<file path="src/rtl/traffic_pkg.sv">
// Shared types and helpers for the N-way traffic phase controller.
// State encodings, per-approach lamp encoding and counter width sizing.
package traffic_pkg;

  typedef logic [1:0] state_t;

  localparam state_t ST_ALL_RED = 2'd0;
  localparam state_t ST_GREEN   = 2'd1;
  localparam state_t ST_YELLOW  = 2'd2;
  localparam state_t ST_FLASH   = 2'd3;

  // Width able to hold the largest terminal count (ticks-1) without wrapping.
  function automatic int cnt_width(input int g, input int y, input int r);
    int m;
    m = g;
    if (y > m) m = y;
    if (r > m) m = r;
    return (m < 2) ? 1 : $clog2(m + 1);
  endfunction

  // Lamp triple {red, yellow, green} for one approach; sel marks the owning approach.
  function automatic logic [2:0] lamp_encode(input state_t st, input logic sel,
                                             input logic flash_on);
    logic [2:0] l;
    l = 3'b100;
    case (st)
      ST_GREEN:  l = sel ? 3'b001 : 3'b100;
      ST_YELLOW: l = sel ? 3'b010 : 3'b100;
      ST_FLASH:  l = flash_on ? 3'b010 : 3'b000;
      default:   l = 3'b100;
    endcase
    return l;
  endfunction

endpackage

</file>
<file path="src/rtl/traffic_tick_counter.sv">
// Tick-gated phase counter: clears on phase change, flags the terminal value.
module traffic_tick_counter #(
  parameter int CW = 4
) (
  input  logic          clk,
  input  logic          rst,
  input  logic          en,
  input  logic          clr,
  input  logic [CW-1:0] term,
  output logic [CW-1:0] cnt,
  output logic          hit
);

  always_ff @(posedge clk) begin
    if (rst || clr) cnt <= '0;
    else if (en)    cnt <= cnt + 1'b1;
  end

  assign hit = (cnt == term);

endmodule

</file>
<file path="src/rtl/traffic_phase_ctrl.sv">
// N-way intersection light controller with all-red clearance and pedestrian early-exit.
// Optional night flashing mode is built in when NIGHT_FLASH_EN is defined.
module traffic_phase_ctrl
  import traffic_pkg::*;
#(
  parameter int N_WAYS          = 2,
  parameter int GREEN_TICKS     = 10,
  parameter int MIN_GREEN_TICKS = 3,
  parameter int YELLOW_TICKS    = 1,
  parameter int ALLRED_TICKS    = 1,
  parameter int START_WAY       = 0
) (
  input  logic                      clk,
  input  logic                      rst,
  input  logic                      tick,
  input  logic                      ped_req,
`ifdef NIGHT_FLASH_EN
  input  logic                      night_mode,
`endif
  output logic [N_WAYS-1:0]         red,
  output logic [N_WAYS-1:0]         yellow,
  output logic [N_WAYS-1:0]         green,
  output logic [$clog2(N_WAYS)-1:0] active_way,
  output logic                      phase_start
);

  localparam int CW = cnt_width(GREEN_TICKS, YELLOW_TICKS, ALLRED_TICKS);
  localparam int WW = $clog2(N_WAYS);

  if (N_WAYS < 2 || N_WAYS > 8) begin : g_chk_ways
    $error("N_WAYS must be in 2..8");
  end
  if (MIN_GREEN_TICKS < 1 || MIN_GREEN_TICKS > GREEN_TICKS) begin : g_chk_min
    $error("MIN_GREEN_TICKS must be in 1..GREEN_TICKS");
  end
  if (YELLOW_TICKS < 1 || ALLRED_TICKS < 1) begin : g_chk_len
    $error("YELLOW_TICKS and ALLRED_TICKS must be >= 1");
  end
  if (START_WAY < 0 || START_WAY >= N_WAYS) begin : g_chk_start
    $error("START_WAY must be < N_WAYS");
  end

  state_t          state, nxt_state;
  logic [WW-1:0]   way, nxt_way;
  logic [CW-1:0]   cnt, term;
  logic            hit, changed, ped_pending, flash_bit;

`ifdef NIGHT_FLASH_EN
  logic flash_on, nxt_flash;
`endif

  traffic_tick_counter #(.CW(CW)) u_cnt (
    .clk  (clk),
    .rst  (rst),
    .en   (tick && (state != ST_FLASH)),
    .clr  (changed),
    .term (term),
    .cnt  (cnt),
    .hit  (hit)
  );

  always_comb begin
    nxt_state = state;
    nxt_way   = way;
    term      = '0;
`ifdef NIGHT_FLASH_EN
    nxt_flash = flash_on;
`endif
    case (state)
      ST_ALL_RED: begin
        term = CW'(ALLRED_TICKS - 1);
        if (tick && hit) begin
          nxt_state = ST_GREEN;
`ifdef NIGHT_FLASH_EN
          if (night_mode) begin
            nxt_state = ST_FLASH;
            nxt_flash = 1'b1;
          end
`endif
        end
      end
      ST_GREEN: begin
        term = CW'(GREEN_TICKS - 1);
        // A latched ped request only shortens green once the minimum has elapsed.
        if (tick && (hit || (ped_pending && cnt >= CW'(MIN_GREEN_TICKS - 1))))
          nxt_state = ST_YELLOW;
      end
      ST_YELLOW: begin
        term = CW'(YELLOW_TICKS - 1);
        if (tick && hit) begin
          nxt_state = ST_ALL_RED;
          nxt_way   = (way == WW'(N_WAYS - 1)) ? '0 : way + 1'b1;
        end
      end
`ifdef NIGHT_FLASH_EN
      ST_FLASH: begin
        if (tick) begin
          if (!night_mode) nxt_state = ST_ALL_RED;
          else             nxt_flash = ~flash_on;
        end
      end
`endif
      default: nxt_state = ST_ALL_RED;
    endcase
  end

  assign changed = (nxt_state != state);

`ifdef NIGHT_FLASH_EN
  assign flash_bit = nxt_flash;
  always_ff @(posedge clk) begin
    if (rst) flash_on <= 1'b0;
    else     flash_on <= nxt_flash;
  end
`else
  assign flash_bit = 1'b0;
`endif

  always_ff @(posedge clk) begin
    if (rst) begin
      state       <= ST_ALL_RED;
      way         <= WW'(START_WAY);
      phase_start <= 1'b0;
    end else begin
      state       <= nxt_state;
      way         <= nxt_way;
      phase_start <= changed;
    end
  end

  // Clear on GREEN->YELLOW wins over a request arriving in the same cycle.
  always_ff @(posedge clk) begin
    if (rst)                                            ped_pending <= 1'b0;
    else if (state == ST_GREEN && nxt_state == ST_YELLOW) ped_pending <= 1'b0;
    else if (ped_req)                                   ped_pending <= 1'b1;
  end

  logic [2:0] enc [N_WAYS];
  for (genvar i = 0; i < N_WAYS; i++) begin : g_lamp
    assign enc[i] = lamp_encode(nxt_state, nxt_way == WW'(i), flash_bit);
  end

  // Lamps are registered from next-state so they change on the same edge as state.
  always_ff @(posedge clk) begin
    if (rst) begin
      red    <= '1;
      yellow <= '0;
      green  <= '0;
    end else begin
      for (int i = 0; i < N_WAYS; i++) {red[i], yellow[i], green[i]} <= enc[i];
    end
  end

  assign active_way = way;

endmodule

</file>
<file path="config.mk">
export PLATFORM = sky130hd
export DESIGN_NAME = traffic_phase_ctrl
export DESIGN_NICKNAME = d
export VERILOG_FILES = /design/src/rtl/traffic_pkg.sv /design/src/rtl/traffic_tick_counter.sv /design/src/rtl/traffic_phase_ctrl.sv
export SDC_FILE = /design/constraint.sdc
export NUM_CORES = 1
export LEC_CHECK = 0
export BUFFER_PORTS_ARGS = -buffer_cell sky130_fd_sc_hd__buf_2
export CELL_PAD_IN_SITES_DETAIL_PLACEMENT = 0
export CELL_PAD_IN_SITES_GLOBAL_PLACEMENT = 1
export CORE_AREA = 2 2 55 57
export CTS_CLUSTER_DIAMETER = 80
export DETAILED_ROUTE_END_ITERATION = 8
export DIE_AREA = 0 0 57 59
export PLACE_DENSITY_LB_ADDON = 0.1
export SKIP_LAST_GASP = 1
export SLEW_MARGIN = 20
export SYNTH_ARGS = -nofsm -noshare
export SYNTH_HDL_FRONTEND = slang
export SYNTH_SLANG_ARGS = --single-unit
</file>
<file path="constraint.sdc">
create_clock -name clk -period 1.9 [get_ports clk]
set_clock_uncertainty 0.05 [all_clocks]
set_input_delay 0.285 -clock clk [delete_from_list [all_inputs] [get_ports clk]]
set_output_delay 0.285 -clock clk [all_outputs]
set_load 0.01 [all_outputs]
</file>
==> results of run 1 <==
==> worst max-delay path, delay by kind of cell, from the launching register on <==
family	cells	cell delay, ns
fa+ha+maj	1	0.26
simple gates	1	0.25
compound gates	3	0.69
flops	1	0.43
==> per-stage QoR <==
step                hold WS [ns]   util  setup WS (ns)  cell area, sq um  total power (uW)
floorplan                  0.304      -          0.236               672               427
global placement           0.448  0.288          0.193               781               465
detailed placement         0.453  0.288          0.186               781               461
CTS                        0.196  0.298          0.148               808               644
global route               0.224  0.298         0.0688               808               668
finish                     0.209  0.298          0.141               808               635
==> logic make-up (layout without fill, tap and decap cells) <==
| group | count (synthesis) | in the layout | share of synthesized area |
|---|---|---|---|
| flip-flops | 15 | 15 | 0.447 |
| AO/OA/AOI/OAI | 16 | 16 | 0.188 |
| AND/OR/NAND/NOR | 27 | 27 | 0.272 |
| XOR/XNOR | 3 | 3 | 0.0391 |
| adder cells (fa/ha/maj) | 2 | 2 | 0.0372 |
| buffers and inverters | 3 | 20 | 0.0168 |
==> routing by layer <==
metal	GRT usage	routed length (um)	share of wire	vias to the layer above
met2	0.133	593	0.45	8
met5	0	0	0	-
li1	-	-	-	272
met3	0.0306	80	0.061	2
met1	0.101	619	0.47	246
met4	0.0698	18	0.014	0
==> layout by cell type, fill, tap and decap left out, drive strengths merged, types with 3 or more instances in the layout <==
cell type | netlist | layout
nor2b | 3 | 3
o21ai | 3 | 3
inv | 3 | 3
clkbuf | 0 | 3
nand2 | 5 | 5
buf | 0 | 13
and2 | 4 | 4
dfxtp | 15 | 15
nor2 | 6 | 6
==> flip-flops by register name (all words and copies together), names as in the netlist <==
| name | count |
|---|---|
| active_way | 1 |
| yellow | 2 |
| ped_pending | 1 |
| red | 2 |
| u_cnt.cnt | 4 |
| state | 2 |
| phase_start | 1 |
| green | 2 |
==> final cells by class <==
cell class / count / area [sq um] / share of cell area
Clock buffer: 3 / 22.5 / 0.0279
Inverter: 3 / 11.3 / 0.0139
Clock inverter: 1 / 5.00 / 0.00619
Multi-Input combinational cell: 48 / 360 / 0.446
Sequential cell: 15 / 300 / 0.372
Timing Repair Buffer: 13 / 70.1 / 0.0867
Tap cell: 31 / 38.8 / 0.0480
==> cell usage after synthesis <==
| cell | instances | area share |
|---|---|---|
| o221ai_1 | 1 | 0.013 |
| nand2b_1 | 2 | 0.019 |
| a31oi_1 | 1 | 0.0093 |
| o21ba_2 | 1 | 0.015 |
| dfxtp_1 | 15 | 0.45 |
| nand2_1 | 5 | 0.028 |
| and4_1 | 1 | 0.013 |
| xor2_1 | 2 | 0.026 |
| ha_1 | 2 | 0.037 |
| nand4_1 | 1 | 0.0093 |
| a21boi_0 | 1 | 0.011 |
| or3b_2 | 1 | 0.013 |
| xnor2_1 | 1 | 0.013 |
| o21ai_0 | 3 | 0.022 |
| a21o_1 | 1 | 0.011 |
| a211oi_1 | 1 | 0.011 |
| a211oi_2 | 1 | 0.019 |
| o32ai_1 | 1 | 0.013 |
| a21oi_1 | 2 | 0.015 |
| o22ai_1 | 1 | 0.0093 |
| nor3_1 | 1 | 0.0074 |
| nor4_4 | 1 | 0.032 |
| nor2b_1 | 3 | 0.028 |
| nand4bb_1 | 1 | 0.017 |
| a221o_2 | 1 | 0.017 |
| nor4b_4 | 1 | 0.035 |
| inv_1 | 3 | 0.017 |
| o221ai_2 | 1 | 0.022 |
| nor2_1 | 6 | 0.034 |
| and2_1 | 4 | 0.037 |
==> power by group through the flow <==
stage	combinational (uW)	clock [uW]	sequential, uW
global route	120	197	350
detailed placement	106	0	355
finish	107	180	348
floorplan	67.9	0	359
global placement	110	0	355
CTS	108	189	347
==> path summary, 6_finish.rpt <==
path	slack, ns	endpoint	cells past startpoint	startpoint
worst max-delay path	0.14	u_cnt.cnt[1]$_SDFFE_PP0P_	5	u_cnt.cnt[1]$_SDFFE_PP0P_
worst min-delay path	0.21	phase_start$_SDFF_PP0_	2	rst
worst max register to register	0.14	u_cnt.cnt[1]$_SDFFE_PP0P_	5	u_cnt.cnt[1]$_SDFFE_PP0P_
worst min register to register	0.46	ped_pending$_SDFFE_PP0P_	2	ped_pending$_SDFFE_PP0P_
==> flow_summary.yaml, run 1 <==
outcome:
  status: "complete, no violations"
clock_tree:
  cts_root_buf: "clkbuf_4"
  clk_latency_ns: 0.28
  cts_tree: "yes"
  ctsHoldBuffers: 0
  clockBufferDepth: 2
  clock-sinks: 15
  htreeDepth: 1
  clk_pin_slew_ns: 0.09
  ctsResizeCount: 0
  postCtsSetupBuffers: 0
  cts_made_buffers: 3
placement:
  dp.cells: 110
  io_buffers: 11
  gp_congestion: 0.721
  dp_hpwl_um: 960
timing:
  slew_viol_final: 0
  tns_ns: 0
  rsz0062_at_grt: "no"
  worst_pin_slew_ns: 0.367
  period_share: 0.926
  timing.fmax_mhz: 568
  slew_headroom: 0.755
  period_needed_ns: 1.76
  setup_viol: 0
  hold_viol: 0
worst_hold_path:
  holdCritPathClass: "input port to register"
routing:
  post-route-drc-count: 0
  avgViaCountPerCell: 4.63
  via_count: 528
  first_pass_iters: 3
  routedWlPerCell_um: 11.5
  drt_iter0_markers: 10
  routed_wl_um: 1310
  drtAntennaViolNets: 0
worst_setup_path:
  critPathLaunchType: "register"
  worst-path-max-fanout: 8
  path_class: "register to register"
  crit_chain: "ha_1, nor4_4, o221ai_2, a221o_2, a211oi_2"
  cp_data_required_time_ns: 2.06
  endpoint_kind: "register"
  critPathMaxStageDelay_ns: 0.43
  crit_slowest_cell: "dfxtp_1"
  cp_data_arrival_time_ns: 1.91
floorplan:
  die_h_um: 59
  start_util: 0.248
  rows: 19
  die_w_um: 57
  core_area_sq_mm: 0.00271
  die_area_sq_mm: 0.00336
  io_pins: 12
power_and_ir_drop:
  p_sw_frac: 0.275
  power.share.sequential: 0.548
  p_int_uw: 460
  pwr-share-clk: 0.283
  power_frac_comb: 0.169
  pwr_density_cell_mw_per_mm2: 785
  irDropWorstVdd_mv: 0.305
  p_sw_uw: 175
  leakage_uw: 0.000332
yosys:
  ys_ff_latch: 15
  syn-instance-count: 66
  syn_nets: 72
  synth_cell_types: 30
  yosysWarnings: 0
  synth.cell_area_sq_um: 672
  synth.avg_cell_area_sq_um: 10.2
  ys_seq_area_frac: 0.447
finish:
  drive_gt1_frac: 0.289
  fin_nets: 90
  instances_no_fill: 114
  syn2layout_area_growth_pct: 20.3
  antenna_cells: 0
  nFillCells: 304
global_route:
  grt_pass1_wl_um: 2200
  grt_pass1_vias: 516
  grt_overflow_total: 0
  grt_usage: 0.0879
  antenna_found_initial: 0
  grt_max_degree: 10
flow_run:
  max_cap_viol_count: 0
No activity file was read; power rests on OpenSTA's default activity.
==> inputs of run 2 (changes only) <==
--- a/config.mk
+++ b/config.mk
@@ -13,6 +13,8 @@
 export DETAILED_ROUTE_END_ITERATION = 8
 export DIE_AREA = 0 0 57 59
 export PLACE_DENSITY_LB_ADDON = 0.1
+export RECOVER_POWER = 50
+export SKIP_CTS_REPAIR_TIMING = 1
 export SKIP_LAST_GASP = 1
 export SLEW_MARGIN = 20
 export SYNTH_ARGS = -nofsm -noshare
==> flow_summary.yaml, run 2 (same netlist as run 1, synthesis figures left out) <==
placement:
  dp_hpwl_um: 960
  io_buffers: 11
  place_area_sq_um: 781
  gp_congestion: 0.721
clock_tree:
  clk_pin_slew_ns: 0.09
  htreeDepth: 1
  clockBufferDepth: 2
  clock-sinks: 15
  clk_latency_ns: 0.28
  cts_root_buf: "clkbuf_4"
  cts_tree: "yes"
  cts_made_buffers: 3
timing:
  slew_viol_final: 0
  rsz0062_at_grt: "no"
  period_needed_ns: 1.76
  hold_viol: 0
  worst_pin_slew_ns: 0.367
  hold_ws_ns: 0.209
  tns_ns: 0
  slew_headroom: 0.755
  period_share: 0.926
  setup_viol: 0
  timing.fmax_mhz: 568
worst_setup_path:
  crit_chain: "ha_1, nor4_4, o221ai_2, a221o_2, a211oi_2"
  reg2reg_to: "u_cnt.cnt[1]$_SDFFE_PP0P_"
  path_class: "register to register"
  critPathMaxStageDelay_ns: 0.43
  cp_data_arrival_time_ns: 1.91
  path_buf_inv: 0
  r2r-start: "u_cnt.cnt[1]$_SDFFE_PP0P_"
  crit_slowest_cell: "dfxtp_1"
  critical-path-top-delay-family: "compound AO/OA/AOI/OAI gates"
  reg2reg_slack_ns: 0.14
  critPathLaunchType: "register"
  critPathLaunch: "u_cnt.cnt[1]$_SDFFE_PP0P_"
  worst-path-max-fanout: 8
  endpoint_kind: "register"
  cp_data_required_time_ns: 2.06
  r2r_cells: 5
finish:
  antenna_cells: 0
  multi_input_area_sq_um: 360
  largest_reg_flops: 4
  syn2layout_area_growth_pct: 18.8
  drive_gt1_frac: 0.193
  final_cell_mix: "dfxtp_1, clkbuf_1, nor2_1"
  mostFrequentLayoutCell: "dfxtp_1"
  seq_area_sq_um: 300
  nFillCells: 308
  final_area_sq_um: 798
  top_register: "u_cnt.cnt"
  fin_nets: 90
global_route:
  grt_pass1_vias: 516
  grt_overflow_total: 0
  antenna_found_initial: 0
  grt_max_degree: 10
  grt_pass1_wl_um: 2200
  grt_usage: 0.0879
power_and_ir_drop:
  irDropWorstVdd_mv: 0.304
  leakage_uw: 0.000303
  pwr_density_cell_mw_per_mm2: 793
worst_hold_path:
  hold_start: "rst"
  hold_depth: 2
  hold_path_end: "phase_start$_SDFF_PP0_"
  holdCritPathClass: "input port to register"
floorplan:
  core_area_sq_mm: 0.00271
  die_w_um: 57
  die_area_sq_mm: 0.00336
  rows: 19
  start_util: 0.248
  io_pins: 12
  die_h_um: 59
routing:
  wl_met3_um: 82
  drtAntennaViolNets: 0
  via_count: 527
  avgViaCountPerCell: 4.62
  drt_iter0_markers: 7
  routed_wl_um: 1320
  wl_met1_um: 622
  dr_wl_met2_um: 593
  routedWlPerCell_um: 11.5
  top_layer_used: "met4"
  post-route-drc-count: 0
  first_pass_iters: 3
flow_run:
  max_cap_viol_count: 0
outcome:
  status: "complete, no violations"
run 2: changes by cell type in the layout (fill, tap and decap cells not counted):
cell,change
clkbuf_1,+8
buf_2,-8
run 2: metal layers:
layer | vias up | GRT usage
met5 | - | 0
met4 | 0 | 0.0698
met3 | 2 | 0.0306
met2 | 8 | 0.133
met1 | 245 | 0.101
li1 | 272 | -
run 2: cell type report:
cell class	count	share of cell area
clock buffer	3	0.0282
clock inverter	1	0.00627
inverter	3	0.0141
multi-input combinational	48	0.451
sequential	15	0.376
tap	31	0.0486
timing repair buffer	13	0.0752
run 2: power breakdown:
| group | switching (uW) | internal, uW |
|---|---|---|
| clock network | 102 | 78.1 |
| registers | 16.2 | 332 |
| logic | 57.0 | 47.9 |
run 2: worst max-delay path by stage:
stage | to | cells past startpoint | slack [ns]
after floorplan | u_cnt.cnt[1]$_SDFFE_PP0P_ | 6 | 0.24
after global placement | u_cnt.cnt[1]$_SDFFE_PP0P_ | 5 | 0.19
after detailed placement | u_cnt.cnt[1]$_SDFFE_PP0P_ | 5 | 0.19
after CTS | u_cnt.cnt[1]$_SDFFE_PP0P_ | 5 | 0.15
after global routing | u_cnt.cnt[1]$_SDFFE_PP0P_ | 5 | 0.07
final | u_cnt.cnt[1]$_SDFFE_PP0P_ | 5 | 0.14
run 2: stage by stage:
step	instances	util	setup WS [ns]	total power, uW
after floorplan	66	-	0.236	427
after global placement	110	0.288	0.193	465
after detailed placement	110	0.288	0.186	461
after CTS	114	0.298	0.148	644
after global routing	114	0.295	0.0688	666
final	114	0.295	0.141	633
run 2: worst register-to-register path: stages (launching register included):
cell and delay, ns:
dfxtp_1 0.43, ha_1 0.26, nor4_4 0.25, o221ai_2 0.15, a221o_2 0.39, a211oi_2 0.15
==> inputs of run 3 (changes only) <==
--- a/config.mk
+++ b/config.mk
@@ -19,4 +19,5 @@
 export SLEW_MARGIN = 20
 export SYNTH_ARGS = -nofsm -noshare
 export SYNTH_HDL_FRONTEND = slang
+export SYNTH_HIERARCHICAL = 1
 export SYNTH_SLANG_ARGS = --single-unit
==> flow_summary.yaml, run 3 <==
outcome:
  status: "complete, no violations"
clock_tree:
  cts_root_buf: "clkbuf_4"
  clockBufferDepth: 2
  clock-sinks: 15
  cts_tree: "yes"
  htreeDepth: 1
  clk_latency_ns: 0.28
  clk_pin_slew_ns: 0.09
  cts_made_buffers: 3
worst_setup_path:
  cp_data_arrival_time_ns: 1.84
  crit_slowest_cell: "dfxtp_1"
  cp_data_required_time_ns: 2.03
  critPathLaunchType: "register"
  critPathMaxStageDelay_ns: 0.37
  path_class: "register to register"
  worst-path-max-fanout: 6
  crit_chain: "xor2_1, nor4_4, nand2_1, nand3_1, nor3b_1, mux2_1"
  endpoint_kind: "register"
yosys:
  synth.avg_cell_area_sq_um: 10.3
  ys_seq_area_frac: 0.455
  yosysWarnings: 6
  netlist.area_leader.share: 0.455
  synthTopCellsByArea: "dfxtp_1, xor2_1, nor4_2, o211a_4, xnor2_1"
  syn-instance-count: 64
  yosysMostFrequentCell: "dfxtp_1"
  ys_ff_latch: 15
  yosysTopAreaCell: "dfxtp_1"
  async_reset_ff_frac: 0
  synth_common_cells: "dfxtp_1, xor2_1, nand2_1, nor2_1, a21oi_1"
  synth.cell_area_sq_um: 661
  synth_flop_cell: "dfxtp_1"
  synth_cell_types: 33
  synth-edff-count: 0
floorplan:
  start_util: 0.244
  core_area_sq_mm: 0.00271
  io_pins: 12
  die_w_um: 57
  rows: 19
  die_area_sq_mm: 0.00336
  die_h_um: 59
global_route:
  grt_pass1_wl_um: 2260
  grt_overflow_total: 0
  antenna_found_initial: 0
  grt_pass1_vias: 496
  grt_usage: 0.0924
  grt_max_degree: 10
timing:
  rsz0062_at_grt: "no"
  tns_ns: 0
  hold_viol: 0
  timing.fmax_mhz: 583
  setup_viol: 0
  slew_viol_final: 0
  period_share: 0.902
  worst_slack_ns: 0.186
  period_needed_ns: 1.71
routing:
  via_count: 520
  drtAntennaViolNets: 0
  post-route-drc-count: 0
  first_pass_iters: 4
  avgViaCountPerCell: 4.56
  routedWlPerCell_um: 11.8
  routed_wl_um: 1350
  drt_iter0_markers: 12
flow_run:
  max_cap_viol_count: 0
placement:
  dp_slack_ns: 0.0605
  dp_hpwl_um: 1040
  gp_congestion: 0.669
  io_buffers: 11
finish:
  top_register: "u_cnt/cnt"
  drive_gt1_frac: 0.241
  seq_area_sq_um: 300
  syn2layout_area_growth_pct: 24.4
  antenna_cells: 0
  final_cell_mix: "dfxtp_1, clkbuf_1, xor2_1"
  fin_nets: 89
  nFillCells: 307
  largest_reg_flops: 4
  multi_input_area_sq_um: 378
  mostFrequentLayoutCell: "dfxtp_1"
power_and_ir_drop:
  irDropWorstVdd_mv: 0.267
  total_power_uw: 619
  pwr_density_cell_mw_per_mm2: 753
  leakage_uw: 0.000333
worst_hold_path:
  holdCritPathClass: "input port to register"
run 3: path summary, 6_finish.rpt:
kind | depth (start not counted) | end | from | slack (ns)
setup / recovery | 6 | u_cnt/cnt[3]$_SDFFE_PP0P_ | u_cnt/cnt[1]$_SDFFE_PP0P_ | 0.19
hold / removal | 2 | ped_pending$_SDFFE_PP0P_ | ped_req | 0.17
setup reg to reg | 6 | u_cnt/cnt[3]$_SDFFE_PP0P_ | u_cnt/cnt[1]$_SDFFE_PP0P_ | 0.19
hold reg to reg | 1 | red[1]$_SDFF_PP1_ | active_way$_SDFF_PP0_ | 0.42
run 3: worst max-delay path, delay by kind of cell (launching register included):
kind                      cells  cell delay [ns]
and+or+nand+nor               4             0.70
DFF                           1             0.37
muxes                         1             0.28
xor gates and xnor gates      1             0.20
run 3: metrics by stage:
| stage | hold WS [ns] | cells | util | area (sq um) |
|---|---|---|---|---|
| 2_1_floorplan | 0.304 | 65 | - | 682 |
| 3_3_place_gp | 0.397 | 109 | 0.293 | 793 |
| 3_5_place_dp | 0.400 | 109 | 0.293 | 793 |
| 4_1_cts | 0.169 | 113 | 0.302 | 820 |
| 5_1_grt | 0.160 | 114 | 0.303 | 822 |
| 6_report | 0.173 | 114 | 0.303 | 822 |
run 3: routing by layer:
layer / routed length (um) / part of all wire / GRT usage
met1: 683 / 0.51 / 0.118
met2: 558 / 0.41 / 0.131
met3: 66 / 0.049 / 0.0262
met4: 40 / 0.030 / 0.0698
met5: 0 / 0 / 0
run 3: logic make-up (layout without fill, tap and decap cells):
family | count (synthesis) | after routing | share of synthesized area
AND/OR/NAND/NOR | 25 | 25 | 0.244
flip-flops | 15 | 15 | 0.455
AO/OA/AOI/OAI | 11 | 11 | 0.138
XOR/XNOR | 7 | 7 | 0.0928
multiplexers | 2 | 2 | 0.0322
buffers and inverters | 2 | 20 | 0.0132
adder cells (fa/ha/maj) | 1 | 1 | 0.0189
other | 1 | 2 | 0.00568
run 3: area by class of cell:
cell class	instances	area share
sequential	15	0.365
timing repair buffer	15	0.0913
tap	31	0.0472
inverter	1	0.00457
clock buffer	4	0.0320
multi-input combinational	48	0.460
run 3: power breakdown:
part | switching, uW | leakage (uW) | internal (uW)
Sequential | 11.1 | 0.000122 | 328
Clock | 99.8 | 0.0000150 | 81.5
Combinational | 53.2 | 0.000196 | 45.5
Total | 164 | 0.000333 | 455
